`src/rtl/pin_entry_if.sv`:
```
`default_nettype none
// ============================================================================
// Module      : pin_entry_if
// Description : Keypad/locksys-side signal bundle for pin_entry.
// Revision    : 1.0 - initial release
// ============================================================================
interface pin_entry_if;
    logic        key_valid;
    logic [3:0]  key_code;
    logic        alarm;
    logic [15:0] inpin;
    logic        enter;
    logic [2:0]  digit_count;
    logic        error;
    logic        locked;

    // master: keypad scanner plus locksys feedback; slave: pin_entry
    modport master (
        output key_valid, key_code, alarm,
        input  inpin, enter, digit_count, error, locked
    );
    modport slave (
        input  key_valid, key_code, alarm,
        output inpin, enter, digit_count, error, locked
    );
endinterface
`default_nettype wire

```
`src/rtl/pin_entry.sv`:
```
`default_nettype none
// ============================================================================
// Module      : pin_entry
// Description : Keypad PIN collector with submit strobe, timeout and lockout.
// Revision    : 1.0 - initial release
// ============================================================================
module pin_entry #(
    parameter int TIMEOUT_CYCLES = 1000,
    parameter int LOCKOUT_CYCLES = 5000
) (
    input  wire logic  clk,
    input  wire logic  reset,
    pin_entry_if.slave bus
);
    localparam int TW = $clog2(TIMEOUT_CYCLES + 1);
    localparam int LW = $clog2(LOCKOUT_CYCLES + 1);
    localparam logic [TW-1:0] c_TO_LAST = TW'(TIMEOUT_CYCLES - 1);
    localparam logic [LW-1:0] c_LOCK    = LW'(LOCKOUT_CYCLES);
    localparam logic [3:0]    c_CLEAR   = 4'hE;
    localparam logic [3:0]    c_ENTER   = 4'hF;

    typedef enum logic [2:0] {
        S_IDLE    = 3'd0,
        S_COLLECT = 3'd1,
        S_FULL    = 3'd2,
        S_SUBMIT  = 3'd3,
        S_LOCKOUT = 3'd4
    } state_t;

    state_t        r_state;
    logic [15:0]   r_inpin;
    logic [2:0]    r_count;
    logic          r_enter;
    logic          r_error;
    logic          r_locked;
    logic [TW-1:0] r_idle;
    logic [LW-1:0] r_lock_cnt;

    logic w_digit;
    logic w_key_ok;

    // Codes 0xA-0xD never count as a key, so they cannot refresh the timeout
    assign w_digit  = bus.key_code <= 4'd9;
    assign w_key_ok = bus.key_valid &&
                      (w_digit || bus.key_code == c_CLEAR || bus.key_code == c_ENTER);

    always_ff @(posedge clk or negedge reset) begin
        if (!reset) begin
            r_state    <= S_IDLE;
            r_inpin    <= 16'h0000;
            r_count    <= 3'd0;
            r_enter    <= 1'b0;
            r_error    <= 1'b0;
            r_locked   <= 1'b0;
            r_idle     <= '0;
            r_lock_cnt <= '0;
        end else begin
            r_enter <= 1'b0;
            r_error <= 1'b0;
            if (bus.alarm) begin
                r_state    <= S_LOCKOUT;
                r_lock_cnt <= c_LOCK;
                r_locked   <= 1'b1;
                r_inpin    <= 16'h0000;
                r_count    <= 3'd0;
                r_idle     <= '0;
            end else begin
                case (r_state)
                    S_LOCKOUT: begin
                        if (r_lock_cnt <= LW'(1)) begin
                            r_state    <= S_IDLE;
                            r_locked   <= 1'b0;
                            r_lock_cnt <= '0;
                        end else begin
                            r_lock_cnt <= r_lock_cnt - LW'(1);
                        end
                    end
                    S_SUBMIT: begin
                        r_state <= S_IDLE;
                        r_inpin <= 16'h0000;
                        r_count <= 3'd0;
                        r_idle  <= '0;
                    end
                    default: begin
                        if (w_key_ok) begin
                            r_idle <= '0;
                            if (w_digit) begin
                                if (r_state != S_FULL) begin
                                    r_inpin <= {r_inpin[11:0], bus.key_code};
                                    r_count <= r_count + 3'd1;
                                    r_state <= (r_count == 3'd3) ? S_FULL : S_COLLECT;
                                end
                            end else if (bus.key_code == c_ENTER && r_state == S_FULL) begin
                                r_state <= S_SUBMIT;
                                r_enter <= 1'b1;
                            end else begin
                                // CLEAR, or ENTER before four digits (the latter flags an error)
                                r_error <= (bus.key_code == c_ENTER);
                                r_state <= S_IDLE;
                                r_inpin <= 16'h0000;
                                r_count <= 3'd0;
                            end
                        end else if (r_state == S_IDLE) begin
                            r_idle <= '0;
                        end else if (r_idle == c_TO_LAST) begin
                            r_error <= 1'b1;
                            r_state <= S_IDLE;
                            r_inpin <= 16'h0000;
                            r_count <= 3'd0;
                            r_idle  <= '0;
                        end else begin
                            r_idle <= r_idle + TW'(1);
                        end
                    end
                endcase
            end
        end
    end

    assign bus.inpin       = r_inpin;
    assign bus.enter       = r_enter;
    assign bus.digit_count = r_count;
    assign bus.error       = r_error;
    assign bus.locked      = r_locked;
endmodule
`default_nettype wire

```
`src/flat_wrapper.sv`:
```
// flat-port wrapper written by rule: the top's interface ports become plain ports
module pin_entry_flat 
#(
    parameter int TIMEOUT_CYCLES = 1000,
    parameter int LOCKOUT_CYCLES = 5000
)
  (clk, reset, bus_key_valid, bus_key_code, bus_alarm, bus_inpin, bus_enter, bus_digit_count, bus_error, bus_locked);
  pin_entry_if bus_i ();
  input  wire logic clk;
  input  wire logic reset;
  input wire logic [$bits(bus_i.key_valid)-1:0] bus_key_valid;
  input wire logic [$bits(bus_i.key_code)-1:0] bus_key_code;
  input wire logic [$bits(bus_i.alarm)-1:0] bus_alarm;
  output wire logic [$bits(bus_i.inpin)-1:0] bus_inpin;
  output wire logic [$bits(bus_i.enter)-1:0] bus_enter;
  output wire logic [$bits(bus_i.digit_count)-1:0] bus_digit_count;
  output wire logic [$bits(bus_i.error)-1:0] bus_error;
  output wire logic [$bits(bus_i.locked)-1:0] bus_locked;
  assign bus_i.key_valid = bus_key_valid;
  assign bus_i.key_code = bus_key_code;
  assign bus_i.alarm = bus_alarm;
  assign bus_inpin = bus_i.inpin;
  assign bus_enter = bus_i.enter;
  assign bus_digit_count = bus_i.digit_count;
  assign bus_error = bus_i.error;
  assign bus_locked = bus_i.locked;
  pin_entry #(.TIMEOUT_CYCLES(TIMEOUT_CYCLES), .LOCKOUT_CYCLES(LOCKOUT_CYCLES)) u_core (.clk(clk), .reset(reset), .bus(bus_i));
endmodule
```
`config.mk`:
```
export PLATFORM = sky130hd
export DESIGN_NAME = pin_entry_flat
export DESIGN_NICKNAME = d
export VERILOG_FILES = /design/src/rtl/pin_entry_if.sv /design/src/rtl/pin_entry.sv /design/src/flat_wrapper.sv
export SDC_FILE = /design/constraint.sdc
export NUM_CORES = 1
export LEC_CHECK = 0
export CAP_MARGIN = 0
export CORE_MARGIN = 1
export CORE_UTILIZATION = 45
export CTS_CLUSTER_DIAMETER = 80
export DETAILED_ROUTE_END_ITERATION = 10
export PLACE_DENSITY = 0.79
export SLEW_MARGIN = 5
export SYNTH_ARGS = -nofsm -noshare
export SYNTH_HDL_FRONTEND = slang
export SYNTH_SLANG_ARGS = --single-unit
export TNS_END_PERCENT = 50
```
`constraint.sdc`:
```
create_clock -name clk -period 2.32 [get_ports clk]
set_input_delay 0.696 -clock clk [delete_from_list [all_inputs] [get_ports clk]]
set_output_delay 0.696 -clock clk [all_outputs]
set_load 0.005 [all_outputs]
```
==> results.cfg <==
[synth]
synth_cell_type_count = 51
synthTopCellsByArea = dfrtp_1 (50%), a22o_1 (6.5%), nor2_1 (3.7%), ha_1 (2.6%), a31oi_1 (2.3%)
syn_area_per_cell_um2 = 10.5
synthesis.area_um2 = 2410
yosysTopAreaCellShare = 0.497
synth_top_area_cell = dfrtp_1
ys_ff_latch = 48
yosysSeqAreaShare = 0.497
yosys_warnings = 0
synth_edf_count = 0
synthesis.instances = 231
postSynth.asyncResetShare = 1.00
syn-num-nets = 244
synth_ff_type = dfrtp_1

[floorplan]
die_area_um2 = 5660
die-width_um = 75.3
dieHeight_um = 75.3
start_util = 0.470
core_region_area_um2 = 5140
num_rows = 26
pin_count = 30

[pwr]
p_total_mw = 1.94
p_per_area_nw_per_um2 = 616
vdd_drop_max_mv = 0.305
leakage_nw = 1.40

[setup_path]
cp.buffers_inverters = 4
crit_top_cell = buf_4
end_kind = register
slowest_delay_ps = 490
crit_type = primary input to register
crit_arrival_ps = 2410
path_delay_family = buffers and inverters
rrSetupSlack_ps = 210
cpMaxStageDelayCell = clkdlybuf4s50_1
crit_fanout = 4
cp.required_ps = 2510
start_kind = primary input
worstPathCellList = clkdlybuf4s50_1 > inv_1 > a21oi_4 > o22ai_2 > buf_4 > a211o_1 > buf_4 > mux2_2

[clocking]
tritoncts = built
numCtsBuffers = 5
clock_path_buffers = 2
path_clk_slew_ps = 100
clock_latency_ps = 310
clock_sinks = 48
cts-htree-levels = 2
root_buffer = clkbuf_8

[layout]
final_area_um2 = 3150
fill_cells = 431
instances_no_fill = 363
antennaDiodeCount = 0
area_growth_pct = 30.6
nets = 305
final_util = 0.613
drive_above_1_share = 0.188

[grt]
grt_pass1_vias = 1994
grt_start_max_net_pins = 28
grt-ovfl-total = 0
grt_pass1_wl_um = 9290
antenna_found_initial = 0
grt_util_all_layers = 0.219

[sta]
timing.final.crit_share = 0.961
drv_slew = 0
min_period_ps = 2230
worst_slew_pin_slew_ps = 517
rsz0062_at_grt = no
hold_viol = 0
relSlewSlack = 0.655
setup_viol = 0
finalClockSkew_ps = 13.7
fin_tns_setup_ps = 0
clock.fmax_mhz = 449

[detailed_routing]
routed_wl_um = 5330
via_per_inst = 5.48
wl_per_cell_um = 14.7
ant_nets = 0
detail_route.iter0.violations = 151
drc = 0
first_pass_iters = 4
num_vias = 1991

[placement]
placedInstanceArea_um2 = 2980
dp.cells = 352
portBuffers = 29
gp_congestion = 0.966
dpl.hpwl_um = 3880

[min_path]
hp-class = primary input to asynchronous set/reset pin

[job]
max_cap_violations = 0

[run_status]
outcome = completed
where the power goes:
group / internal (mW) / switching, mW
Clock: 0.325 / 0.293
Combinational: 0.179 / 0.213
Sequential: 0.879 / 0.0556
Total: 1.38 / 0.561
Yosys cell counts, types with 2 or more instances:
cell and n:
dfrtp_1 48, nor2_1 24, a22o_1 18, nand2_1 13, inv_1 10, a31oi_1 9, nor3_1 8, o21ai_0 7
buf_2 6, xor2_1 6, and3_1 5, ha_1 5, nand4_1 5, or3_1 5, a221o_1 4, nand3_1 4
a21o_1 3, nor2b_1 3, o21ai_1 3, xnor2_1 3, a2111oi_0 2, a211oi_1 2, a21oi_1 2, a21oi_2 2
a32o_1 2, buf_4 2, nand4b_1 2, o211ai_1 2, o22ai_1 2, o2bb2ai_1 2, or3b_2 2
sequential cells by signal, summed over array words and instances (netlist names):
signal	cells
u_core.bus.digit_count	3
u_core.bus.locked	1
u_core.bus.enter	1
u_core.r_idle	10
u_core.bus.inpin	16
u_core.bus.error	1
u_core.r_lock_cnt	13
u_core.r_state	3
kinds of logic after synthesis:
| logic type | after synthesis | share of synthesized area |
|---|---|---|
| AOI/OAI and AO/OA | 65 | 0.204 |
| muxes | 2 | 0.00881 |
| adders and majority gates | 5 | 0.0259 |
| xor gates and xnor gates | 9 | 0.0326 |
| buffers and inverters | 19 | 0.0358 |
| DFF | 48 | 0.497 |
| and+or+nand+nor | 83 | 0.195 |
cells in the final DEF, fill, tap and decap left out, types with 2 or more instances in the layout:
cell type	synthesis	routed
o21ai_0	7	6
or3b_2	2	2
dlygate4sd2_1	0	2
nand4b_1	2	2
a22o_1	18	18
a21o_1	3	3
o21ai_1	3	4
ha_1	5	5
a21oi_1	2	2
inv_1	10	10
clkdlybuf4s50_1	0	25
nor3_1	8	8
a211oi_1	2	2
or3_1	5	5
xor2_1	6	5
o2bb2ai_1	2	2
nor2_1	24	24
a221o_1	4	4
xnor2_1	3	3
buf_4	2	33
nand4_1	5	5
nand3_1	4	4
and3_1	5	5
dfrtp_1	48	48
clkbuf_8	0	5
a32o_1	2	2
nand2_1	13	13
a2111oi_0	2	2
a31oi_1	9	9
nor2b_1	3	3
o211ai_1	2	2
worst paths after layout:
| path | depth (start not counted) | startpoint | end |
|---|---|---|---|
| min in group clk | 1 | u_core.r_lock_cnt[11] | u_core.r_lock_cnt[11] |
| worst min register to register | 1 | u_core.r_lock_cnt[11] | u_core.r_lock_cnt[11] |
| worst max register to register | 8 | u_core.r_idle[0] | u_core.bus.inpin[5] |
| worst min-delay path | 1 | reset | u_core.r_lock_cnt[0] |
| max in group asynchronous | 2 | reset | u_core.bus.inpin[15] |
| worst max-delay path | 8 | bus_key_valid | u_core.bus.digit_count[0] |
repair_timing:
action | 4_1_cts | 5_1_grt
pin swaps | 3 | 1
cloned | 0 | 0
resized for setup | 6 | 3
hold buffers | 0 | 0
setup endpoints to repair | 19 | 26
setup buffers | 3 | 0
layout make-up:
type	count	area, um^2	area share
well taps	70	87.6	0.0278
clock buffers	5	68.8	0.0218
clock inverters	3	46.3	0.0147
repair buffers	63	553	0.175
inverters	10	37.5	0.0119
flip-flops and latches	48	1200	0.381
multi-input cells	164	1160	0.367
per-layer routing:
| layer | track usage | share of wire | vias to the layer above |
|---|---|---|---|
| li1 | - | - | 986 |
| met1 | 0.308 | 0.48 | 951 |
| met2 | 0.348 | 0.46 | 50 |
| met3 | 0.0509 | 0.050 | 4 |
| met4 | 0.0514 | 0.0051 | 0 |
| met5 | 0 | 0 | - |
stage by stage:
step	setup WS, ps	hold slack, ps
6_report	91.5	347
5_1_grt	33.4	374
4_1_cts	1.30	364
3_5_place_dp	-589	464
3_3_place_gp	-480	468
2_1_floorplan	193	400
worst reg2reg max path, cell delays in order, from the launching register on:
cell and delay, ps:
dfrtp_1 430, ha_1 220, nor4bb_1 130, and4_1 230, buf_4 140, a2111oi_0 340
a211o_1 190, buf_4 220, a22o_1 160
(Power assumes the default switching activity.)
